**src/rtl/rdmap_hdr_gen.sv**
```systemverilog
`default_nettype none
// ============================================================================
// Module   : rdmap_hdr_gen
// Purpose  : Transmit-side RDMAP header generator. Arbitrates ACK, WR_DONE,
//            RD_DONE, REQ and SEND request sources with strict priority. It
//            splits each SEND message into per-segment headers and presents
//            one 56-bit header per slot to DDP over a valid/ready handshake.
//            On each first-segment grant it writes the message segment count
//            into the send dataNum table.
// Ports    : clock, reset           - core clock, async active-high reset
//            ackReq*/wrDone*/rdDone*/req* - control request sources
//            sendReq*               - SEND message source
//            rdmapHdrValid/rdmapControl/rdmapHeader, ddpHdrReady - DDP side
//            dataNumWr/dataNumWrAddr/dataNumWrData - dataNum table write
//            sendBusy, errSegNum    - status
// Options  : RDMAP_HDR_GEN_FAIR_EN  - when defined, a SEND segment is forced
//            after STARVE_LIMIT consecutive control grants while SENDING.
// Revision : 1.0 - initial release
// ============================================================================
module rdmap_hdr_gen #(
  parameter int STARVE_LIMIT = 4
) (
  input  logic        clock,
  input  logic        reset,
  input  logic        ackReqValid,
  input  logic [27:0] ackReqInfo,
  output logic        ackReqReady,
  input  logic        wrDoneValid,
  input  logic [7:0]  wrDoneTid,
  output logic        wrDoneReady,
  input  logic        rdDoneValid,
  input  logic [7:0]  rdDoneTid,
  output logic        rdDoneReady,
  input  logic        reqValid,
  input  logic [55:0] reqInfo,
  output logic        reqReady,
  input  logic        sendReqValid,
  input  logic [7:0]  sendReqTid,
  input  logic [2:0]  sendReqNum,
  input  logic [31:0] sendReqInfo,
  output logic        sendReqReady,
  output logic        rdmapHdrValid,
  output logic [7:0]  rdmapControl,
  output logic [55:0] rdmapHeader,
  input  logic        ddpHdrReady,
  output logic        dataNumWr,
  output logic [7:0]  dataNumWrAddr,
  output logic [2:0]  dataNumWrData,
  output logic        sendBusy,
  output logic        errSegNum
);

  localparam logic [0:0] IDLE    = 1'b0;
  localparam logic [0:0] SENDING = 1'b1;

  localparam logic [7:0] c_OP_ACK  = 8'h07;
  localparam logic [7:0] c_OP_WR   = 8'h06;
  localparam logic [7:0] c_OP_RD   = 8'h04;
  localparam logic [7:0] c_OP_REQ  = 8'h03;
  localparam logic [7:0] c_OP_SEND = 8'h00;

  generate
    if (STARVE_LIMIT < 1) begin : g_badStarveLimit
      $error("STARVE_LIMIT must be at least 1");
    end
  endgenerate

  logic [0:0]  r_state;
  logic [7:0]  r_tid;
  logic [2:0]  r_segNum;
  logic [2:0]  r_segIdx;
  logic [31:0] r_info;
  logic        r_hdrValid;
  logic [7:0]  r_control;
  logic [55:0] r_header;
  logic        r_errSegNum;

  logic        w_sending;
  logic        w_slotFree;
  logic        w_forceSeg;
  logic        w_ctrlAllowed;
  logic        w_ctrlPending;
  logic        w_grantAck;
  logic        w_grantWr;
  logic        w_grantRd;
  logic        w_grantReq;
  logic        w_grantSeg;
  logic        w_grantAny;
  logic [2:0]  w_inNum;
  logic [2:0]  w_nextIdx;
  logic [2:0]  w_segNumOut;
  logic        w_lastSeg;
  logic [7:0]  w_ctl;
  logic [55:0] w_hdr;

  assign w_sending = (r_state == SENDING);

  // Gating with reset keeps every combinational output at 0 while reset is
  // asserted, not just the registered ones.
  assign w_slotFree    = !reset && (!r_hdrValid || ddpHdrReady);
  assign w_ctrlAllowed = w_slotFree && !w_forceSeg;
  assign w_ctrlPending = ackReqValid || wrDoneValid || rdDoneValid || reqValid;

  assign w_grantAck = w_ctrlAllowed && ackReqValid;
  assign w_grantWr  = w_ctrlAllowed && wrDoneValid && !ackReqValid;
  assign w_grantRd  = w_ctrlAllowed && rdDoneValid && !ackReqValid && !wrDoneValid;
  assign w_grantReq = w_ctrlAllowed && reqValid && !ackReqValid && !wrDoneValid
                      && !rdDoneValid;
  // While SENDING the source keeps sendReqValid high, so only the control
  // sources (or the fairness override) decide whether a segment goes out.
  assign w_grantSeg = w_slotFree && (w_sending ? (w_forceSeg || !w_ctrlPending)
                                               : (sendReqValid && !w_ctrlPending));
  assign w_grantAny = w_grantAck || w_grantWr || w_grantRd || w_grantReq || w_grantSeg;

  // A zero segment count is treated as a single-segment message.
  assign w_inNum     = (sendReqNum == 3'd0) ? 3'd1 : sendReqNum;
  assign w_nextIdx   = w_sending ? (r_segIdx + 3'd1) : 3'd1;
  assign w_segNumOut = w_sending ? r_segNum : w_inNum;
  assign w_lastSeg   = (w_nextIdx == w_segNumOut);

`ifdef RDMAP_HDR_GEN_FAIR_EN
  localparam int c_CNT_W = (STARVE_LIMIT < 2) ? 1 : $clog2(STARVE_LIMIT + 1);
  localparam logic [c_CNT_W-1:0] c_LIMIT = c_CNT_W'(STARVE_LIMIT);

  logic [c_CNT_W-1:0] r_starveCnt;
  logic               w_grantCtrl;

  assign w_grantCtrl = w_grantAck || w_grantWr || w_grantRd || w_grantReq;

  // Counts back-to-back control grants during a SEND; it saturates at the
  // limit because reaching it blocks further control grants.
  always_ff @(posedge clock or posedge reset) begin
    if (reset) begin
      r_starveCnt <= '0;
    end else if (!w_sending || w_grantSeg) begin
      r_starveCnt <= '0;
    end else if (w_grantCtrl) begin
      r_starveCnt <= r_starveCnt + 1'b1;
    end
  end

  assign w_forceSeg = w_sending && (r_starveCnt == c_LIMIT);
`else
  assign w_forceSeg = 1'b0;
`endif

  always_comb begin
    w_ctl = 8'h00;
    w_hdr = 56'd0;
    if (w_grantAck) begin
      w_ctl = c_OP_ACK;
      w_hdr = {ackReqInfo[27:20], 28'd0, ackReqInfo[19:0]};
    end else if (w_grantWr) begin
      w_ctl = c_OP_WR;
      w_hdr = {wrDoneTid, 48'd0};
    end else if (w_grantRd) begin
      w_ctl = c_OP_RD;
      w_hdr = {rdDoneTid, 48'd0};
    end else if (w_grantReq) begin
      w_ctl = c_OP_REQ;
      w_hdr = reqInfo;
    end else if (w_grantSeg) begin
      w_ctl = c_OP_SEND;
      w_hdr = w_sending ? {r_tid, w_nextIdx, w_segNumOut, 10'd0, r_info}
                        : {sendReqTid, w_nextIdx, w_segNumOut, 10'd0, sendReqInfo};
    end
  end

  // Output slot: loaded on a grant, otherwise held until DDP takes it.
  always_ff @(posedge clock or posedge reset) begin
    if (reset) begin
      r_hdrValid <= 1'b0;
      r_control  <= 8'h00;
      r_header   <= 56'd0;
    end else if (w_grantAny) begin
      r_hdrValid <= 1'b1;
      r_control  <= w_ctl;
      r_header   <= w_hdr;
    end else if (ddpHdrReady) begin
      r_hdrValid <= 1'b0;
    end
  end

  // Segmentation state. Message fields are captured only on the first
  // segment; later segments replay the captured copy.
  always_ff @(posedge clock or posedge reset) begin
    if (reset) begin
      r_state     <= IDLE;
      r_tid       <= 8'h00;
      r_segNum    <= 3'd0;
      r_segIdx    <= 3'd0;
      r_info      <= 32'd0;
      r_errSegNum <= 1'b0;
    end else if (w_grantSeg) begin
      if (!w_sending) begin
        r_tid    <= sendReqTid;
        r_segNum <= w_inNum;
        r_info   <= sendReqInfo;
        if (sendReqNum == 3'd0) begin
          r_errSegNum <= 1'b1;
        end
      end
      if (w_lastSeg) begin
        r_state  <= IDLE;
        r_segIdx <= 3'd0;
      end else begin
        r_state  <= SENDING;
        r_segIdx <= w_nextIdx;
      end
    end
  end

  assign ackReqReady   = w_grantAck;
  assign wrDoneReady   = w_grantWr;
  assign rdDoneReady   = w_grantRd;
  assign reqReady      = w_grantReq;
  assign sendReqReady  = w_grantSeg && w_lastSeg;
  assign dataNumWr     = w_grantSeg && !w_sending;
  assign dataNumWrAddr = dataNumWr ? sendReqTid : 8'h00;
  assign dataNumWrData = dataNumWr ? w_inNum : 3'd0;
  assign rdmapHdrValid = r_hdrValid;
  assign rdmapControl  = r_control;
  assign rdmapHeader   = r_header;
  assign sendBusy      = w_sending;
  assign errSegNum     = r_errSegNum;

endmodule
`default_nettype wire

```
**config.mk**
```make
export PLATFORM = sky130hd
export DESIGN_NAME = rdmap_hdr_gen
export DESIGN_NICKNAME = d
export VERILOG_FILES = /design/src/rtl/rdmap_hdr_gen.sv
export SDC_FILE = /design/constraint.sdc
export NUM_CORES = 1
export LEC_CHECK = 0
export BUFFER_PORTS_ARGS = -buffer_cell sky130_fd_sc_hd__clkbuf_2
export CAP_MARGIN = 20
export CORE_UTILIZATION = 49
export DETAILED_ROUTE_END_ITERATION = 10
export HOLD_SLACK_MARGIN = 0.06
export PLACE_DENSITY = 0.81
export SLEW_MARGIN = 20
export SYNTH_ARGS = -nofsm -noshare
export SYNTH_HDL_FRONTEND = slang
export SYNTH_SLANG_ARGS = --single-unit
```
**constraint.sdc**
```tcl
create_clock -name clock -period 5 [get_ports clock]
set_clock_uncertainty 0.15 [all_clocks]
set_input_delay 0.25 -clock clock [delete_from_list [all_inputs] [get_ports clock]]
set_output_delay 0.25 -clock clock [all_outputs]
set_load 0.05 [all_outputs]
```
==> impl_summary.txt, run 1 <==
----------------------------------------------------
[Final layout]
  Net count, final ... roughly 1k
  Total of fill cells in the finished design ... between 800 and 900
  N_diodes ... 0
  Fraction of final layout cells with drive strength greater than 1 ... around a third
  Signed area change from the synthesized netlist to the final layout ... 42.1%
  Utilization after layout ... between 70% and 80%
  Final cell count without fillers ... around 1.0k

[Logic synthesis]
  Synthesized area ... roughly 5600 um^2
  Top post-synthesis cells by area ... sky130_fd_sc_hd__dfrtp_1, sky130_fd_sc_hd__o211ai_1, sky130_fd_sc_hd__a21oi_1, sky130_fd_sc_hd__mux2_1, sky130_fd_sc_hd__nand2_1
  Distinct cell type count of the synthesized netlist ... 55
  Number of storage elements in the synthesis netlist ... roughly 110
  Syn Inst Count ... 570
  Seq/Total Area, Yosys ... between 40% and 50%
  Primary FF master, synth ... sky130_fd_sc_hd__dfrtp_1
  Yosys Warn Count ... 0
  Average cell area after synthesis ... 9.87 um^2
  Largest area contributor in the netlist ... sky130_fd_sc_hd__dfrtp_1
  Share of flip-flops with an asynchronous set or reset after synthesis ... 100%
  Top cell type's share of synthesized area ... 48.0%
  Leading cell type by number of instances after synthesis ... sky130_fd_sc_hd__dfrtp_1
  Count of flip-flops with a built-in enable after synthesis ... 0
  Commonest cells in the netlist ... sky130_fd_sc_hd__dfrtp_1, sky130_fd_sc_hd__a21oi_1, sky130_fd_sc_hd__nand2_1

[Pwr]
  Power density normalized to cell area ... around 330 nW/um^2
  LEAKAGE ... around 4.0 nW
  Max VDD drop ... 0.206 mV

[GRT]
  Wire length of the first global-routing pass ... around 29000 um
  Number of antenna violations at the first check in global routing ... 0
  Via count of the first global-routing pass ... 5873
  Largest net degree at the start of global routing ... 65
  Remaining global-route overflow ... 0
  Global Route Usage Sum ... 31.2%

[Die]
  Core Area ... approximately 11000 um^2
  Die Ht ... ~110 um
  Floorplan row count ... 38
  Ports placed on the boundary ... ~240
  Total die area ... around 12000 um^2
  Starting density of the core ... around half
  Horizontal die dimension ... about 110 um

[Worst hold path]
  Hold Path End ... rdmapHeader[2]$_DFFE_PP0P_
  Launch instance of the worst min-delay path ... reqInfo[2]
  Hold Path Depth ... 3
  Worst min path class ... primary input to flip-flop

[Critical path]
  Worst reg2reg endpoint ... rdmapHeader[55]$_DFFE_PP0P_
  Start-to-end type of the worst setup path ... flip-flop to output pin
  Setup slack of the most critical reg-to-reg path ... roughly 1.7 ns
  Reg2Reg Depth ... 6
  Worst path arrival time ... between 3 and 4 ns
  Launching element type of the critical path ... flip-flop
  Worst R2R Start ... sendBusy$_DFFE_PP0N_
  Highest fanout seen on the critical path ... 42
  Required time of the critical path ... 4.60 ns
  Kind of capture point of the worst setup path ... output pin

[Job]
  Max-cap violation count ... 0

[Clock network]
  Number of clock buffers inserted by TritonCTS ... 9
  Root buffer selected by CTS ... sky130_fd_sc_hd__clkbuf_16
  Clock tree buffer depth ... 2
  Setup repair bufs after CTS ... 0
  Clock latency on the worst-skew pair ... 0.35 ns
  Number of H-tree levels ... 3
  Clock-pin slew of the registers on the worst-case setup and hold paths ... around 0.070 ns
  Post_cts resized ... 0
  TritonCTS clock tree ... yes
  Number of clock sinks ... about 110

[Placement]
  Total instance count after detailed placement ... a little under 900
  Detailed Place HPWL ... ~12000 um
  Input/output buffers ... between 200 and 250
  Placer's final routability congestion estimate ... slightly above 0.9

[STA]
  Max-slew headroom ... approximately a quarter
  Clock period minus worst slack ... approximately 3.5 ns
  Final-layout setup total negative slack ... 0 ns
  Max-slew violations ... 0
  Top achievable clock speed ... 288 MHz
  Final hold vios ... 0
  Final period util ... a little over two thirds
  Actual transition at the worst max-transition pin ... between 1 and 1.5 ns
  Count of endpoints failing setup in the final report ... 0
  Setup repair after global routing missed its margin ... false

[Outcome]
  Outcome ... finished clean

[Route]
  Detail-routed via count per cell ... between 5 and 6
  Total Wirelength ... around 18000 um
  Number of vias after detailed routing ... between 5k and 6k
  WL per Instance ... 18.4 um
  Number of design-rule violations left by the first detailed-router iteration ... about 500
  Number of nets still failing antenna checks after routing ... 0
  Post-route DRC violation count ... 0
  TritonRoute pass-1 iters ... 5

----------------------------------------------------
-- logic make-up after synthesis --
logic type	after synthesis	synth area share [%]
AO/OA/AOI/OAI	208	25.0
XOR/XNOR	4	0.623
flip-flops	108	48.0
other	1	0.0666
AND/OR/NAND/NOR	138	11.7
adder cells (fa/ha/maj)	1	0.222
buffers and inverters	64	5.38
multiplexers	46	8.92
-- timing repair --
action,CTS,global route
endpoints found under the hold margin,84,0
hold buffers,93,0
setup endpoints to repair,0,0
-- placed cells by master, fill, tap and decap left out, drive strengths merged, types with 3 or more instances in the layout --
cell	instances
a22oi	5
o221ai	3
o21ai	18
dfrtp	108
and3	13
nand2	63
clkbuf	239
o22ai	4
nor2b	5
o211ai	45
nor2	28
buf	5
a31oi	4
a21o	17
mux2	33
inv	9
mux2i	13
dlygate4sd3	93
a22o	15
a221oi	5
a211oi	3
nor3	6
a31o	13
a21oi	64
clkinv	5
nand2b	8
nand3b	5
conb	5
-- sequential cells by signal, summed over array words and instances, names as in the netlist --
signal / count
rdmapHeader: 56
r_info: 32
r_tid: 8
r_segIdx: 3
r_segNum: 3
rdmapControl: 3
errSegNum: 1
rdmapHdrValid: 1
sendBusy: 1
-- per-stage QoR --
stage	instance area (um^2)	power, mW	worst slack (ns)	hold slack, ns
finish	8000	2.65	1.53	0.0695
global route	8000	2.77	1.35	0.0822
CTS	7990	2.65	1.57	0.0611
detailed placement	6760	1.86	1.82	0.303
global placement	6760	1.83	1.93	0.296
floorplan	5640	1.64	0.207	0.215
-- where the power goes --
group | internal (mW) | total, mW | switching, mW
Sequential | 0.996 | 1.10 | 0.108
Clock | 0.401 | 0.723 | 0.322
Combinational | 0.304 | 0.825 | 0.521
Total | 1.70 | 2.65 | 0.950
-- worst max path at each step --
stage                          from                          to  slack (ns)  cells past startpoint
2_1_floorplan                 reset  rdmapHeader[0]$_DFFE_PP0P_        0.21                      7
3_3_place_gp            rdDoneValid                   dataNumWr        1.93                      7
3_5_place_dp            rdDoneValid                   dataNumWr        1.82                      7
4_1_cts        sendBusy$_DFFE_PP0N_                sendReqReady        1.57                      5
5_1_grt        sendBusy$_DFFE_PP0N_                sendReqReady        1.35                      5
6_report       sendBusy$_DFFE_PP0N_                sendReqReady        1.53                      5
-- metal layers --
metal	part of all wire (%)	global-route usage (%)	routed length (um)	up-vias
met5	0	0	0	-
met4	2.2	11.0	404	0
met3	7.6	5.86	1400	42
met2	51	55.0	9320	299
met1	40	37.8	7320	2852
li1	-	-	-	2652
-- worst max-delay path: stages, from the launching register on --
cell	delay, ns
sky130_fd_sc_hd__dfrtp_2	0.79
sky130_fd_sc_hd__buf_4	0.52
sky130_fd_sc_hd__or2_2	0.50
sky130_fd_sc_hd__nand2_1	0.31
sky130_fd_sc_hd__nor2_1	0.26
sky130_fd_sc_hd__clkbuf_2	0.32
-- final cells by class --
type	count	area, um^2	share of cell area (%)
Timing Repair Buffer	327	2110	26.4
Tap cell	140	175	2.19
Clock inverter	6	63.8	0.798
Clock buffer	10	239	2.99
Multi-Input combinational cell	402	2660	33.2
Sequential cell	108	2700	33.8
Inverter	11	45.0	0.563
No activity file was read; power rests on OpenSTA's default activity.
==> run 2: changes to the inputs <==
==> constraint.sdc (replaced) <==
create_clock -name clock -period 3.2 [get_ports clock]
set_clock_uncertainty 0.15 [all_clocks]
set_input_delay 0.16 -clock clock [delete_from_list [all_inputs] [get_ports clock]]
set_output_delay 0.16 -clock clock [all_outputs]
set_load 0.05 [all_outputs]
==> run 2 against run 1 <==
Compared with the run above: register-to-register slack worse by 1.4 ns; flip-flop and latch count unchanged; sequential share of layout area down 1.8 points; setup slack worse by 1.3 ns; hold slack better by 0.010 ns; first-iteration DRC count down 20%; clock power up 60%; count of clock-buffer cells in the layout up 3; routed wire length up 5.1%; critical path depth unchanged; core utilization up 4.0 points; critical endpoint is now rdmapHeader[5]$_DFFE_PP0P_; largest power group unchanged.
==> impl_summary.txt, run 2 (synthesis gave the netlist of run 1 again) <==
----------------------------------------------------
[Final layout]
  Utilization after layout ... 76.5% (+4.0 points)
  Net count, final ... 1051 (+4.0%)
  Signed area change from the synthesized netlist to the final layout ... 49.9%
  N_diodes ... 0 (unchanged)
  Top library cells by usage in the layout, fill and taps aside ... sky130_fd_sc_hd__clkbuf_2, sky130_fd_sc_hd__dlygate4sd3_1, sky130_fd_sc_hd__dfrtp_1, sky130_fd_sc_hd__nand2_1, sky130_fd_sc_hd__a21oi_1
  Total of fill cells in the finished design ... 751 (-8.1%)
  Max FFs per register ... 56 (unchanged)
  Final cell count without fillers ... 1044 (+4.0%)
  Most common library cell in the layout ignoring fill and taps ... sky130_fd_sc_hd__clkbuf_2
  Area occupied by registers ... 2700 um^2 (unchanged)
  Fraction of final layout cells with drive strength greater than 1 ... 32.9% (+0.56 points)
  Area of combinational cells with multiple inputs ... 2690 um^2 (+1.5%)
  Final standard cell area without fillers ... 8430 um^2 (+5.5%)

[Critical path]
  Launching element type of the critical path ... flip-flop
  Worst setup path startpoint ... sendBusy$_DFFE_PP0N_
  Crit path buffers/inverters ... 1 (-1)
  CP max stage delay ... 0.62 ns (-0.17 ns)
  Worst reg2reg endpoint ... rdmapHeader[5]$_DFFE_PP0P_
  Critical path's most frequent cell ... sky130_fd_sc_hd__a21oi_1
  Reg2Reg Depth ... 5 (-1)
  Cell at the slowest stage of the critical path ... sky130_fd_sc_hd__a211o_4
  Worst R2R Start ... sendBusy$_DFFE_PP0N_
  Worst path arrival time ... 3.04 ns (-0.03 ns)
  Kind of capture point of the worst setup path ... flip-flop
  Start-to-end type of the worst setup path ... flip-flop to flip-flop
  Critical-path cell list ... nor3_1 -> a211o_4 -> a21oi_1 -> a21oi_1 -> dlygate4sd3_1
  Required time of the critical path ... 3.32 ns (-1.28 ns)
  Family with the most delay on the worst path ... compound AO/OA/AOI/OAI gates
  Setup slack of the most critical reg-to-reg path ... 0.28 ns (-1.40 ns)
  Number of logic stages on the critical path including buffering ... 5 (unchanged)
  Termination of the worst setup path ... rdmapHeader[5]$_DFFE_PP0P_
  Highest fanout seen on the critical path ... 43 (+2.4%)

[Pwr]
  Power density normalized to cell area ... 507 nW/um^2 (+53%)
  Sequential share of power ... 40.0% (-1.6 points)
  Max VDD drop ... 0.346 mV (+68%)
  Switch Pwr ... 1.52 mW (+60%)
  LEAKAGE ... 4.21 nW (+4.6%)
  Switching part of the total power ... 35.5% (-0.31 points)
  Proportion of power drawn by the clock network ... 27.1% (-0.2 points)
  Relative contribution of combinational cells to total power ... 32.9% (+1.8 points)
  Internal portion of total power ... 2.76 mW (+62%)

[STA]
  Final hold vios ... 0 (unchanged)
  Clock period minus worst slack ... between 2 and 3 ns
  Top achievable clock speed ... ~340 MHz
  Final period util ... about nine tenths
  Count of endpoints failing setup in the final report ... 0 (unchanged)
  Actual transition at the worst max-transition pin ... 0.896 ns (-0.223 ns)
  Min setup slack post-route ... 0.279 ns (-1.25 ns)
  Max-slew violations ... 0 (unchanged)
  Worst hold slack ... 0.0800 ns (+0.0105 ns)
  Max-slew headroom ... 40.2% (+15 points)
  Setup repair after global routing missed its margin ... false

[Route]
  Post-route DRC violation count ... 0 (unchanged)
  Number of nets still failing antenna checks after routing ... 0 (unchanged)
  Number of vias after detailed routing ... 6082 (+4.1%)
  Number of design-rule violations left by the first detailed-router iteration ... 398 (-20%)
  TritonRoute pass-1 iters ... 5 (unchanged)
  Total Wirelength ... 19400 um (+5.1%)
  WL per Instance ... 18.6 um (+1.1%)
  Detail-routed via count per cell ... 5.83 (about the same)

[Die]
  Floorplan row count ... 38 (unchanged)
  Total die area ... 11900 um^2 (unchanged)
  Die Ht ... 109 um (unchanged)
  Core Area ... 11000 um^2 (unchanged)
  Horizontal die dimension ... 109 um (unchanged)
  Ports placed on the boundary ... 235 (unchanged)
  Starting density of the core ... 51.0% (unchanged)

[Placement]
  Input/output buffers ... 229 (unchanged)
  Post-placement worst setup slack ... 0.673 ns (-1.15 ns)
  Total instance count after detailed placement ... 904 (+1.0%)
  Placer's final routability congestion estimate ... 0.877 (-5.0%)
  Detailed Place HPWL ... 11700 um (-1.9%)
  Post-DP Area ... 6880 um^2 (+1.8%)

[GRT]
  Largest net degree at the start of global routing ... 57 (-12%)
  Via count of the first global-routing pass ... 6125 (+4.3%)
  Global Route Usage Sum ... 33.4% (+2.3 points)
  Number of antenna violations at the first check in global routing ... 0 (unchanged)
  Wire length of the first global-routing pass ... 30000 um (+5.1%)
  Remaining global-route overflow ... 0 (unchanged)

[Clock network]
  Number of clock sinks ... 108 (unchanged)
  Root buffer selected by CTS ... sky130_fd_sc_hd__clkbuf_16
  Clock latency on the worst-skew pair ... 0.35 ns (about the same)
  Number of clock buffers inserted by TritonCTS ... 9 (unchanged)
  Number of H-tree levels ... 3 (unchanged)
  Clock-pin slew of the registers on the worst-case setup and hold paths ... 0.07 ns (about the same)
  TritonCTS clock tree ... yes
  Clock tree buffer depth ... 2 (unchanged)

[Outcome]
  Outcome ... finished clean

[Worst hold path]
  Launch instance of the worst min-delay path ... sendReqTid[5]
  Worst min path class ... primary input to flip-flop

[Job]
  Max-cap violation count ... 0 (unchanged)

----------------------------------------------------
-- run 2: cell count changes in the layout (fill, tap and decap cells not counted), sizes merged --
cell,previous run,this run
inv,9,8
clkinv,5,2
dlygate4sd3,93,124
clkinvlp,2,3
clkbuf,239,241
buf,5,15
-- run 2: worst register-to-register path: stages (launching register included) --
cell and delay (ns):
sky130_fd_sc_hd__dfrtp_2 0.58, sky130_fd_sc_hd__nor3_1 0.57, sky130_fd_sc_hd__a211o_4 0.62, sky130_fd_sc_hd__a21oi_1 0.12
sky130_fd_sc_hd__a21oi_1 0.18, sky130_fd_sc_hd__dlygate4sd3_1 0.62
-- run 2: how the worst min path moves through the flow --
stage / end / slack (ns) / depth (start not counted)
detailed placement: rdmapHeader[31]$_DFFE_PP0P_ / 0.22 / 3
finish: r_tid[5]$_DFFE_PP0P_ / 0.08 / 3
floorplan: rdmapHeader[22]$_DFFE_PP0P_ / 0.13 / 2
global placement: rdmapHeader[21]$_DFFE_PP0P_ / 0.22 / 3
CTS: r_tid[5]$_DFFE_PP0P_ / 0.06 / 3
global route: r_segNum[1]$_DFFE_PP0N_ / 0.11 / 3
-- run 2: timing repair --
item / 4_1_cts / 5_1_grt
endpoints found under the setup margin: 0 / 5
buffers inserted: 0 / 0
hold endpoints to repair: 96 / 0
resized for setup: 0 / 1
hold buffers: 124 / 0
-- run 2: layout make-up --
type / count / area share, %
timing repair buffer: 367 / 29.7
multi-input combinational: 402 / 31.9
tap: 140 / 2.08
inverter: 11 / 0.564
clock buffer: 13 / 3.09
sequential: 108 / 32.1
clock inverter: 3 / 0.534
-- run 2: routing by layer --
layer	vias to the layer above	share of wire (%)	global-route usage (%)
met1	2932	39	39.2
met2	339	49	56.3
li1	2738	-	-
met3	73	7.3	8.19
met4	0	4.1	18.1
met5	-	0	0
-- run 2: per-stage QoR --
stage / TNS [ns] / total power, mW
after detailed placement: 0 / 2.93
after floorplan: -3.33 / 2.58
final: 0 / 4.27
after CTS: 0 / 4.24
after global placement: 0 / 2.89
after global routing: 0 / 4.45
-- run 2: power by group through the flow --
| stage | logic (mW) | clock network [mW] | registers [mW] |
|---|---|---|---|
| after floorplan | 0.607 | 0 | 1.97 |
| after global placement | 1.18 | 0 | 1.71 |
| after detailed placement | 1.20 | 0 | 1.72 |
| after CTS | 1.37 | 1.17 | 1.70 |
| after global routing | 1.51 | 1.21 | 1.73 |
| final | 1.41 | 1.16 | 1.71 |
